### src/rtl/multicycle_ctrl_fsm_if.sv
// rtl/multicycle_ctrl_fsm_if.sv - memory handshake bundle between the control FSM and instruction/data memory
//  mem_req   controller -> memory  access request, held until acknowledged
//  ram_w_en  controller -> memory  store strobe, meaningful only with mem_req
//  sel_addr  controller -> memory  0 = PC address, 1 = data address register
//  mem_ack   memory -> controller  access done, honoured only while mem_req=1
interface multicycle_ctrl_fsm_if;
    logic mem_req;
    logic ram_w_en;
    logic sel_addr;
    logic mem_ack;

    modport master (
        output mem_req,
        output ram_w_en,
        output sel_addr,
        input  mem_ack
    );

    modport slave (
        input  mem_req,
        input  ram_w_en,
        input  sel_addr,
        output mem_ack
    );
endinterface

### src/rtl/multicycle_ctrl_fsm.sv
// rtl/multicycle_ctrl_fsm.sv - multicycle CPU control FSM (fetch/decode/execute/mem/writeback)
//  Parameters: ALU_OP_W (alu_op width, >=3), Z_BIT (Z flag index in status_reg),
//              MEM_TIMEOUT (cycles without mem_ack before FAULT, 0 disables)
//  Ports:
//   clk, rst                 clock, synchronous active-high reset
//   opcode[6:0]              registered IR opcode
//   status_reg[31:0]         flags, only status_reg[Z_BIT] is read
//   mem (master modport)     mem_req / ram_w_en / sel_addr / mem_ack handshake
//   load_addr, load_ir, load_pc, clear_pc             address/IR/PC strobes
//   en_A, en_B, en_S, en_C, en_status                 datapath register enables
//   sel_A, sel_B, sel_shift, alu_op, wb_sel, w_en     datapath selects and writeback
//   waiting, fault           running indicator, sticky memory-timeout flag
//  Optional: define CTRL_PERF_CNT_EN to add retired_cnt[31:0] and cycle_cnt[31:0].
module multicycle_ctrl_fsm #(
    parameter int ALU_OP_W    = 3,
    parameter int Z_BIT       = 30,
    parameter int MEM_TIMEOUT = 15
) (
    input  logic                     clk,
    input  logic                     rst,
    input  logic [6:0]               opcode,
    input  logic [31:0]              status_reg,
    multicycle_ctrl_fsm_if.master    mem,
    output logic                     load_addr,
    output logic                     load_ir,
    output logic                     load_pc,
    output logic                     clear_pc,
    output logic                     en_A,
    output logic                     en_B,
    output logic                     en_S,
    output logic                     en_C,
    output logic                     en_status,
    output logic                     sel_A,
    output logic                     sel_B,
    output logic                     sel_shift,
    output logic [ALU_OP_W-1:0]      alu_op,
    output logic [1:0]               wb_sel,
    output logic                     w_en,
    output logic                     waiting,
    output logic                     fault
`ifdef CTRL_PERF_CNT_EN
    ,
    output logic [31:0]              retired_cnt,
    output logic [31:0]              cycle_cnt
`endif
);

    typedef enum logic [2:0] {
        S_RESET,
        S_FETCH,
        S_DECODE,
        S_EXECUTE,
        S_MEM,
        S_WRITEBACK,
        S_HALT,
        S_FAULT
    } state_e;

    localparam logic [ALU_OP_W-1:0] ALU_ADD = ALU_OP_W'(0);
    localparam logic [ALU_OP_W-1:0] ALU_SUB = ALU_OP_W'(1);
    localparam logic [ALU_OP_W-1:0] ALU_AND = ALU_OP_W'(2);
    localparam logic [ALU_OP_W-1:0] ALU_ORR = ALU_OP_W'(3);
    localparam logic [ALU_OP_W-1:0] ALU_XOR = ALU_OP_W'(7);

    // Counter only has to reach MEM_TIMEOUT-1; expiry is detected on the last un-acked cycle.
    localparam int                 CNT_W      = (MEM_TIMEOUT > 1) ? $clog2(MEM_TIMEOUT + 1) : 1;
    localparam int                 TMO_LAST_I = (MEM_TIMEOUT > 0) ? MEM_TIMEOUT - 1 : 0;
    localparam logic [CNT_W-1:0]   TMO_LAST   = CNT_W'(TMO_LAST_I);

    state_e            state_q, state_d;
    logic [CNT_W-1:0]  tmo_cnt_q, tmo_cnt_d;

    // Opcode classification
    logic is_alu, is_br, is_ls, is_nop, is_hlt, is_movi, is_cmp;
    logic br_legal, br_taken, is_bl, z_flag, ls_l, ls_u, ls_w, tmo_expire;
    logic [ALU_OP_W-1:0] alu_fn;

    assign is_alu  = ~opcode[6];
    assign is_br   = (opcode[6:5] == 2'b10);
    assign is_ls   = (opcode[6:5] == 2'b11);
    assign is_nop  = (opcode == 7'b0000000);
    assign is_hlt  = (opcode == 7'b0000001);
    assign is_movi = (opcode == 7'b0011000);
    assign is_cmp  = is_alu && (opcode[2:0] == 3'b010);
    assign ls_l    = opcode[0];
    assign ls_u    = opcode[2];
    assign ls_w    = opcode[3];
    assign z_flag  = status_reg[Z_BIT];
    assign is_bl   = (opcode[2:0] == 3'b010);

    // Only B, BL, BEQ and BNE exist; other branch encodings fall back to NOP in DECODE.
    assign br_legal = (opcode[2:0] == 3'b000) || (opcode[2:0] == 3'b010) ||
                      (opcode[2:0] == 3'b100) || (opcode[2:0] == 3'b101);
    assign br_taken = (opcode[2:0] == 3'b000) || is_bl ||
                      ((opcode[2:0] == 3'b100) && z_flag) ||
                      ((opcode[2:0] == 3'b101) && !z_flag);

    assign tmo_expire = (MEM_TIMEOUT > 0) && (tmo_cnt_q == TMO_LAST);

    logic unused_status;
    assign unused_status = ^status_reg;

    always_comb begin
        alu_fn = ALU_ADD;
        case (opcode[2:0])
            3'b000:         alu_fn = ALU_ADD;
            3'b001, 3'b010: alu_fn = ALU_SUB;
            3'b011:         alu_fn = ALU_AND;
            3'b100:         alu_fn = ALU_ORR;
            3'b101:         alu_fn = ALU_XOR;
            default:        alu_fn = ALU_ADD;
        endcase
    end

    // Next state and timeout counter
    always_comb begin
        state_d   = state_q;
        tmo_cnt_d = tmo_cnt_q;
        case (state_q)
            S_RESET: state_d = S_FETCH;
            S_FETCH: begin
                // An ack on the expiry cycle still completes the access.
                if (mem.mem_ack)     state_d = S_DECODE;
                else if (tmo_expire) state_d = S_FAULT;
                else                 tmo_cnt_d = tmo_cnt_q + CNT_W'(1);
            end
            S_DECODE: begin
                if (is_nop)                  state_d = S_FETCH;
                else if (is_hlt)             state_d = S_HALT;
                else if (is_movi)            state_d = S_WRITEBACK;
                else if (is_alu || is_ls)    state_d = S_EXECUTE;
                else if (is_br && br_legal)  state_d = S_EXECUTE;
                else                         state_d = S_FETCH;
            end
            S_EXECUTE: begin
                if (is_ls)                   state_d = S_MEM;
                else if (is_alu && !is_cmp)  state_d = S_WRITEBACK;
                else                         state_d = S_FETCH;
            end
            S_MEM: begin
                if (mem.mem_ack)     state_d = (ls_l || ls_w) ? S_WRITEBACK : S_FETCH;
                else if (tmo_expire) state_d = S_FAULT;
                else                 tmo_cnt_d = tmo_cnt_q + CNT_W'(1);
            end
            S_WRITEBACK: state_d = S_FETCH;
            S_HALT:      state_d = S_HALT;
            S_FAULT:     state_d = S_FAULT;
            default:     state_d = S_RESET;
        endcase
        if ((state_d == S_FETCH || state_d == S_MEM) && (state_d != state_q))
            tmo_cnt_d = '0;
    end

`ifdef CTRL_PERF_CNT_EN
    logic [31:0] retired_cnt_q, cycle_cnt_q;
    logic        retire;
    assign retire = (state_d == S_FETCH) &&
                    ((state_q == S_DECODE) || (state_q == S_EXECUTE) ||
                     (state_q == S_MEM) || (state_q == S_WRITEBACK));
    assign retired_cnt = retired_cnt_q;
    assign cycle_cnt   = cycle_cnt_q;
`endif

    always_ff @(posedge clk) begin
        if (rst) begin
            state_q   <= S_RESET;
            tmo_cnt_q <= '0;
`ifdef CTRL_PERF_CNT_EN
            retired_cnt_q <= '0;
            cycle_cnt_q   <= '0;
`endif
        end else begin
            state_q   <= state_d;
            tmo_cnt_q <= tmo_cnt_d;
`ifdef CTRL_PERF_CNT_EN
            if (state_q != S_HALT && state_q != S_FAULT) begin
                cycle_cnt_q <= cycle_cnt_q + 32'd1;
                if (retire) retired_cnt_q <= retired_cnt_q + 32'd1;
            end
`endif
        end
    end

    // Outputs are decoded from the registered state and registered IR; the fetch
    // strobes additionally follow mem_ack so IR/PC load on the completing cycle.
    always_comb begin
        mem.mem_req  = 1'b0;
        mem.ram_w_en = 1'b0;
        mem.sel_addr = 1'b0;
        load_addr    = 1'b0;
        load_ir      = 1'b0;
        load_pc      = 1'b0;
        clear_pc     = 1'b0;
        en_A         = 1'b0;
        en_B         = 1'b0;
        en_S         = 1'b0;
        en_C         = 1'b0;
        en_status    = 1'b0;
        sel_A        = 1'b0;
        sel_B        = 1'b0;
        sel_shift    = 1'b0;
        alu_op       = ALU_ADD;
        wb_sel       = 2'd0;
        w_en         = 1'b0;
        waiting      = 1'b1;
        fault        = 1'b0;
        case (state_q)
            S_RESET: clear_pc = 1'b1;
            S_FETCH: begin
                mem.mem_req = 1'b1;
                load_ir     = mem.mem_ack;
                load_pc     = mem.mem_ack;
            end
            S_DECODE: begin
                if (is_alu && !is_nop && !is_hlt && !is_movi) begin
                    en_A      = opcode[3];
                    en_B      = opcode[4];
                    en_S      = opcode[4];
                    sel_shift = opcode[5];
                end else if (is_ls) begin
                    en_A = 1'b1;
                end
            end
            S_EXECUTE: begin
                if (is_alu) begin
                    sel_A     = ~opcode[3];
                    sel_B     = ~opcode[4];
                    alu_op    = alu_fn;
                    en_C      = ~is_cmp;
                    en_status = is_cmp;
                end else if (is_br) begin
                    load_pc = br_taken;
                    if (is_bl) begin
                        w_en   = 1'b1;
                        wb_sel = 2'd3;
                    end
                end else begin
                    alu_op    = ls_u ? ALU_ADD : ALU_SUB;
                    load_addr = 1'b1;
                    en_C      = 1'b1;
                end
            end
            S_MEM: begin
                mem.mem_req  = 1'b1;
                mem.sel_addr = 1'b1;
                mem.ram_w_en = ~ls_l;
            end
            S_WRITEBACK: begin
                w_en   = 1'b1;
                wb_sel = (is_ls && ls_l) ? 2'd2 : 2'd1;
            end
            S_HALT:  waiting = 1'b0;
            S_FAULT: begin
                waiting = 1'b0;
                fault   = 1'b1;
            end
            default: ;
        endcase
    end

endmodule

### src/flat_wrapper.sv
// flat-port wrapper written by rule: the top's interface ports become plain ports
module multicycle_ctrl_fsm_flat 
#(
    parameter int ALU_OP_W    = 3,
    parameter int Z_BIT       = 30,
    parameter int MEM_TIMEOUT = 15
)
  (clk, rst, opcode, status_reg, load_addr, load_ir, load_pc, clear_pc, en_A, en_B, en_S, en_C, en_status, sel_A, sel_B, sel_shift, alu_op, wb_sel, w_en, waiting, fault, mem_mem_req, mem_ram_w_en, mem_sel_addr, mem_mem_ack);
  multicycle_ctrl_fsm_if mem_i ();
  input  logic clk;
  input  logic rst;
  input  logic [6:0] opcode;
  input  logic [31:0] status_reg;
  output logic load_addr;
  output logic load_ir;
  output logic load_pc;
  output logic clear_pc;
  output logic en_A;
  output logic en_B;
  output logic en_S;
  output logic en_C;
  output logic en_status;
  output logic sel_A;
  output logic sel_B;
  output logic sel_shift;
  output logic [ALU_OP_W-1:0] alu_op;
  output logic [1:0] wb_sel;
  output logic w_en;
  output logic waiting;
  output logic fault;
  output wire logic [$bits(mem_i.mem_req)-1:0] mem_mem_req;
  output wire logic [$bits(mem_i.ram_w_en)-1:0] mem_ram_w_en;
  output wire logic [$bits(mem_i.sel_addr)-1:0] mem_sel_addr;
  input wire logic [$bits(mem_i.mem_ack)-1:0] mem_mem_ack;
  assign mem_mem_req = mem_i.mem_req;
  assign mem_ram_w_en = mem_i.ram_w_en;
  assign mem_sel_addr = mem_i.sel_addr;
  assign mem_i.mem_ack = mem_mem_ack;
  multicycle_ctrl_fsm #(.ALU_OP_W(ALU_OP_W), .Z_BIT(Z_BIT), .MEM_TIMEOUT(MEM_TIMEOUT)) u_core (.clk(clk), .rst(rst), .opcode(opcode), .status_reg(status_reg), .mem(mem_i), .load_addr(load_addr), .load_ir(load_ir), .load_pc(load_pc), .clear_pc(clear_pc), .en_A(en_A), .en_B(en_B), .en_S(en_S), .en_C(en_C), .en_status(en_status), .sel_A(sel_A), .sel_B(sel_B), .sel_shift(sel_shift), .alu_op(alu_op), .wb_sel(wb_sel), .w_en(w_en), .waiting(waiting), .fault(fault));
endmodule
### config.mk
export PLATFORM = sky130hd
export DESIGN_NAME = multicycle_ctrl_fsm_flat
export DESIGN_NICKNAME = d
export VERILOG_FILES = /design/src/rtl/multicycle_ctrl_fsm_if.sv /design/src/rtl/multicycle_ctrl_fsm.sv /design/src/flat_wrapper.sv
export SDC_FILE = /design/constraint.sdc
export NUM_CORES = 1
export LEC_CHECK = 0
export ABC_AREA = 0
export ABC_CLOCK_PERIOD_IN_PS = 5400
export CORE_MARGIN = 3
export CORE_UTILIZATION = 36
export CTS_BUF_LIST = sky130_fd_sc_hd__clkbuf_4 sky130_fd_sc_hd__clkbuf_8 sky130_fd_sc_hd__clkbuf_16
export DETAILED_ROUTE_END_ITERATION = 8
export GPL_ROUTABILITY_DRIVEN = 0
export HOLD_SLACK_MARGIN = 0.05
export PLACE_DENSITY = 0.93
export SYNTH_ARGS = -nofsm -noshare
export SYNTH_HDL_FRONTEND = slang
export SYNTH_SLANG_ARGS = --single-unit
### constraint.sdc
create_clock -name clk -period 5.4 [get_ports clk]
set_input_delay 0.81 -clock clk [delete_from_list [all_inputs] [get_ports clk]]
set_output_delay 0.81 -clock clk [all_outputs]
set_load 0.01 [all_outputs]
==> results.txt, run 1 <==
Cell Int Power: 0.135 mW
number of global-route vias before repair: 857
DRC Markers: 0
Critical Path Most Common Cell: clkdlybuf4s50_1
crit share post-route: 73.2%
Crit. End Element: output pin
core area: 2060 µm²
DIE WIDTH: 53.9 µm
clk sinks: 7
final non-filler cell total: 175
cell area after synthesis: 827 µm²
fin util: 56.7%
Num CTS Buffers: 3
required time worst endpoint: 4590 ps
clock insertion delay at the later pin of the skew report: 250 ps
Post-CTS Resized: 0
# diodes: 0
Synth Register Bits: 7
Combinational Power Share: 42.8%
GRT Overall Usage: 16.7%
Vias: 955
RSZ-0062 raised after global routing: no
Yosys top cell area share: 16.9%
synthesized netlist cell count: 120
first-pass GRT wire length: 3660 µm
area leader, netlist: dfxtp_1
Worst Path Max Fanout: 13
relative slew slack: 65.6%
worst-path cell chain: clkdlybuf4s50_1 -> nand2b_1 -> or2_2 -> nor4b_1 -> o21ai_1 -> a31oi_1 -> clkdlybuf4s50_1
Layout Nets: 193
clock transition at the registers of the reported paths: 50 ps
clk buf depth: 2
static leakage: 0.428 nW
Port Buffers: 33
min Tclk post-route: 3950 ps
arrival time at the worst endpoint: 3140 ps
outcome: complete, no violations
setup bufs post-CTS: 0
ANT nets after route: 0
Net Sw Frac: 35.5%
share of layout cells above drive strength 1: 8.78%
CTS H-Tree Depth: 1
die area: 2910 µm²
Max-Cap Viols: 0
hold path cells: 2
Post-CTS Hold Fix Bufs: 0
Reg power frac: 32.2%
CTS tree: yes
Net Sw Power: 0.0741 mW
fin. max-slew vios: 0
syn_nets: 164
Post-DP HPWL: 1680 µm
remaining global-route overflow: 0
Fill cells: 183
placed cells: 171
Rows: 16
skew final: 5.03 ps
R2R depth: 8
Setup CP Type: primary input to output pin
Critical Path Source Type: primary input
io pins: 65
vias per std cell: 5.46
largest net degree at the start of global routing: 19
Netlist cell types: 44
Sequential Area: 140 µm²
initial antenna violation count: 0
fmax: 253 MHz
final wirelength: 2150 µm
worst slew pin tran: 516 ps
Area Overhead vs Synth: 41.3%
initial detailed-routing violation count: 16
most common cell after layout, fill and taps aside: clkdlybuf4s50_1
clock power share: 25.0%
CP max stage cell: clkdlybuf4s50_1
wire length per cell: 12.3 µm
Root Driver: clkbuf_4
Initial Util: 40.1%
total negative slack: 0 ps
HP Class: register to register
most frequent cells in the layout: clkdlybuf4s50_1, nor2_1, nor3_1, a21oi_1
most used flip-flop cell after synthesis: dfxtp_1
maximum vdd ir drop: 0.000161 V
Ys Warns: 0
slowest stage delay, CP: 630 ps
Final Setup Violations: 0
Synth async-reset ratio: 0%
first-pass iteration count of the detailed router: 4
register area share after synthesis: 16.9%
multi-input logic area: 616 µm²
EDFF count, synth: 0
synthesized area per cell: 6.89 µm²
PwrDens: 179 nW/µm²
Die Span Y: 53.9 µm
Synth area leaders: dfxtp_1, nor2_1, a21oi_1
final count of hold timing violations: 0
-- through the flow --
step                hold slack, ps  cell area, µm²  total power [mW]  worst slack [ps]
global route                   621            1170             0.223              1270
finish                         576            1170             0.209              1450
CTS                            578            1170             0.211              1440
detailed placement             571            1140             0.157              1450
global placement               563            1140             0.154              1510
floorplan                      548             827             0.124              2600
-- sequential cells by signal (all words and copies together), names as in the netlist --
signal,flops
u_core.tmo_cnt_q,4
u_core.state_q,3
-- cell type report --
| class | instances | area share (%) |
|---|---|---|
| timing repair buffer | 33 | 28.3 |
| sequential | 7 | 12.0 |
| multi-input combinational | 99 | 52.7 |
| clock buffer | 4 | 2.57 |
| tap | 27 | 2.89 |
| inverter | 5 | 1.61 |
-- cell families (layout without fill, tap and decap cells) --
logic type      Yosys count  count (layout)  share of synthesized area [%]
compound gates           30              30                           22.8
xor+xnor                  3               3                           3.18
fa+ha+maj                 2               2                           3.03
buf+inv                  14              42                           8.62
flops                     7               7                           16.9
mux                       1               1                           1.21
simple gates             63              63                           44.2
-- synth_stat cells, types with 2 or more instances --
| master | number |
|---|---|
| a31oi_1 | 4 |
| nand2_1 | 5 |
| inv_1 | 5 |
| nand3_1 | 2 |
| or2_2 | 2 |
| ha_1 | 2 |
| and2_1 | 4 |
| nor2_1 | 19 |
| o21ai_0 | 7 |
| dfxtp_1 | 7 |
| o22ai_1 | 2 |
| nor3b_1 | 2 |
| and3b_1 | 2 |
| xor2_1 | 2 |
| nor3_1 | 9 |
| nand2b_1 | 5 |
| a21oi_1 | 9 |
| buf_2 | 6 |
-- critical path, delay by kind of cell --
kind / cells / cell delay (ps)
buffers and inverters: 2 / 1190
AND/OR/NAND/NOR: 3 / 820
AO/OA/AOI/OAI: 2 / 320
-- layer usage --
| metal | vias to the layer above | global-route usage [%] | share of wire [%] |
|---|---|---|---|
| met2 | 27 | 31.7 | 49 |
| met5 | - | 0 | 0 |
| met1 | 439 | 18.5 | 43 |
| met4 | 0 | 5.11 | 0.88 |
| li1 | 487 | - | - |
| met3 | 2 | 3.05 | 6.3 |
-- worst paths after layout --
path,slack [ps],from,end
max,1450,opcode[0],wb_sel[0]
min,580,u_core.tmo_cnt_q[3]$_SDFFE_PP0P_,u_core.tmo_cnt_q[3]$_SDFFE_PP0P_
max reg2reg,3360,u_core.tmo_cnt_q[0]$_SDFFE_PP0P_,u_core.tmo_cnt_q[1]$_SDFFE_PP0P_
min reg2reg,580,u_core.tmo_cnt_q[3]$_SDFFE_PP0P_,u_core.tmo_cnt_q[3]$_SDFFE_PP0P_
-- power by group through the flow --
stage | clock network, mW | logic (mW) | registers (mW)
final | 0.0522 | 0.0893 | 0.0673
after detailed placement | 0 | 0.0893 | 0.0681
after global placement | 0 | 0.0866 | 0.0673
after CTS | 0.0546 | 0.0896 | 0.0670
after global routing | 0.0559 | 0.0986 | 0.0689
after floorplan | 0 | 0.0644 | 0.0594
No activity file was read; power rests on OpenSTA's default activity.
==> run 2, diff against run 1 <==
--- a/config.mk
+++ b/config.mk
@@ -6,14 +6,14 @@
 export NUM_CORES = 1
 export LEC_CHECK = 0
 export ABC_AREA = 0
-export ABC_CLOCK_PERIOD_IN_PS = 5400
+export ABC_CLOCK_PERIOD_IN_PS = 3800
 export CORE_MARGIN = 3
-export CORE_UTILIZATION = 36
+export CORE_UTILIZATION = 33
 export CTS_BUF_LIST = sky130_fd_sc_hd__clkbuf_4 sky130_fd_sc_hd__clkbuf_8 sky130_fd_sc_hd__clkbuf_16
 export DETAILED_ROUTE_END_ITERATION = 8
 export GPL_ROUTABILITY_DRIVEN = 0
 export HOLD_SLACK_MARGIN = 0.05
-export PLACE_DENSITY = 0.93
+export PLACE_DENSITY = 0.87
 export SYNTH_ARGS = -nofsm -noshare
 export SYNTH_HDL_FRONTEND = slang
 export SYNTH_SLANG_ARGS = --single-unit
==> constraint.sdc (replaced) <==
create_clock -name clk -period 3.8 [get_ports clk]
set_input_delay 0.57 -clock clk [delete_from_list [all_inputs] [get_ports clk]]
set_output_delay 0.57 -clock clk [all_outputs]
set_load 0.01 [all_outputs]
==> results.txt, run 2 (same netlist as run 1, synthesis figures left out) <==
outcome: complete, no violations
Worst Path Max Fanout: 8
Critical Path Source Type: primary input
worst-path cell chain: clkdlybuf4s50_1 -> nand2b_1 -> or2_2 -> nor4b_1 -> o21ai_1 -> a31oi_1 -> clkdlybuf4s50_1
worst slew pin tran: 541 ps
fin util: 51.6%
Place WS: 437 ps
R2R depth: 8
fmax: 298 MHz
total negative slack: 0 ps
core area: 2300 µm²
Vias: 982
initial detailed-routing violation count: 27
top flop regs: u_core.tmo_cnt_q x4, u_core.state_q x3
hold path cells: 2
Critical Path Most Common Cell: clkdlybuf4s50_1
Crit. End Element: output pin
Min-Delay Endpoint: u_core.tmo_cnt_q[2]$_SDFFE_PP0P_
fin. max-slew vios: 0
CP delay by family, top: buffers and inverters
Num CTS Buffers: 3
vias per std cell: 5.52
most frequent cells in the layout: clkdlybuf4s50_1, nor2_1, nor3_1, a21oi_1
DRC Markers: 0
io pins: 65
Die Span Y: 56.1 µm
clock transition at the registers of the reported paths: 60 ps
first-pass GRT wire length: 3970 µm
static leakage: 0.437 nW
arrival time at the worst endpoint: 2790 ps
largest net degree at the start of global routing: 19
maximum vdd ir drop: 0.000153 V
Fin Hold WS: 590 ps
required time worst endpoint: 3230 ps
number of global-route vias before repair: 885
share of layout cells above drive strength 1: 10.0%
Largest register FFs: 4
Initial Util: 36.0%
clk buf depth: 2
Rows: 17
Tot Pwr: 0.303 mW
CP max stage cell: clkdlybuf4s50_1
Max-Cap Viols: 0
clock insertion delay at the later pin of the skew report: 260 ps
first-pass iteration count of the detailed router: 4
final count of hold timing violations: 0
die area: 3140 µm²
PwrDens: 255 nW/µm²
skew final: 6.18 ps
remaining global-route overflow: 0
wire length per cell: 13.1 µm
Setup CP Type: primary input to output pin
reg2reg end: u_core.tmo_cnt_q[1]$_SDFFE_PP0P_
Post-DP HPWL: 1850 µm
HP Class: register to register
Post-CTS Hold Fix Bufs: 0
slowest stage delay, CP: 640 ps
setup bufs post-CTS: 0
Reg2Reg Setup Slack: 1770 ps
GRT Overall Usage: 15.2%
Area Overhead vs Synth: 43.3%
final setup margin: 444 ps
relative slew slack: 63.9%
Fill cells: 212
Layout Nets: 195
Port Buffers: 33
most common cell after layout, fill and taps aside: clkdlybuf4s50_1
# diodes: 0
Biggest register: u_core.tmo_cnt_q
Hold Startpoint: u_core.tmo_cnt_q[2]$_SDFFE_PP0P_
Buf+Inv Stages, Crit Path: 2
RSZ-0062 raised after global routing: no
CTS tree: yes
initial antenna violation count: 0
Root Driver: clkbuf_4
DIE WIDTH: 56.1 µm
Critical R2R Launch: u_core.tmo_cnt_q[0]$_SDFFE_PP0P_
min Tclk post-route: 3360 ps
crit share post-route: 88.3%
clk sinks: 7
ANT nets after route: 0
Final Setup Violations: 0
final wirelength: 2330 µm
Post-CTS Resized: 0
CTS H-Tree Depth: 1
[run 2: cell count changes in the layout (fill, tap and decap cells not counted), sizes merged]
cell	change
buf	+2
[run 2: worst max-delay path by stage]
| stage | startpoint | to | slack (ps) | cells after the start |
|---|---|---|---|---|
| final | opcode[1] | wb_sel[0] | 440 | 7 |
| after global routing | opcode[1] | wb_sel[0] | 270 | 7 |
| after CTS | opcode[1] | wb_sel[0] | 440 | 7 |
| after detailed placement | opcode[1] | wb_sel[0] | 440 | 7 |
| after global placement | opcode[1] | wb_sel[0] | 530 | 7 |
| after floorplan | opcode[0] | wb_sel[0] | 1480 | 6 |
[run 2: final cells by class]
| type | instances | area, µm² | area share (%) |
|---|---|---|---|
| clock buffer | 4 | 30.0 | 2.53 |
| timing repair buffer | 35 | 345 | 29.1 |
| tap | 28 | 35.0 | 2.96 |
| sequential | 7 | 140 | 11.8 |
| inverter | 5 | 18.8 | 1.58 |
| multi-input combinational | 99 | 616 | 52.0 |
[run 2: power breakdown]
group | leakage (nW) | total (mW) | internal, mW | switching [mW]
sequential | 0.0571 | 0.0957 | 0.0800 | 0.0158
combinational | 0.362 | 0.129 | 0.0656 | 0.0636
clock | 0.0184 | 0.0776 | 0.0474 | 0.0303
total | 0.437 | 0.303 | 0.193 | 0.110
[run 2: worst min-delay path: stages (launching register included)]
cell	delay (ps)
dfxtp_1	340
xor2_1	150
nor3_1	50
[run 2: metrics by stage]
| step | cells | area [µm²] |
|---|---|---|
| final | 178 | 1180 |
| after global routing | 178 | 1180 |
| after CTS | 178 | 1180 |
| after detailed placement | 174 | 1150 |
| after global placement | 174 | 1150 |
| after floorplan | 120 | 827 |
[run 2: routing by layer]
layer,vias up,global-route usage (%),part of all wire (%)
met3,3,3.25,5.2
met5,-,0,0
met2,25,26.5,51
li1,489,-,-
met1,465,18.2,43
met4,0,5.42,1.2
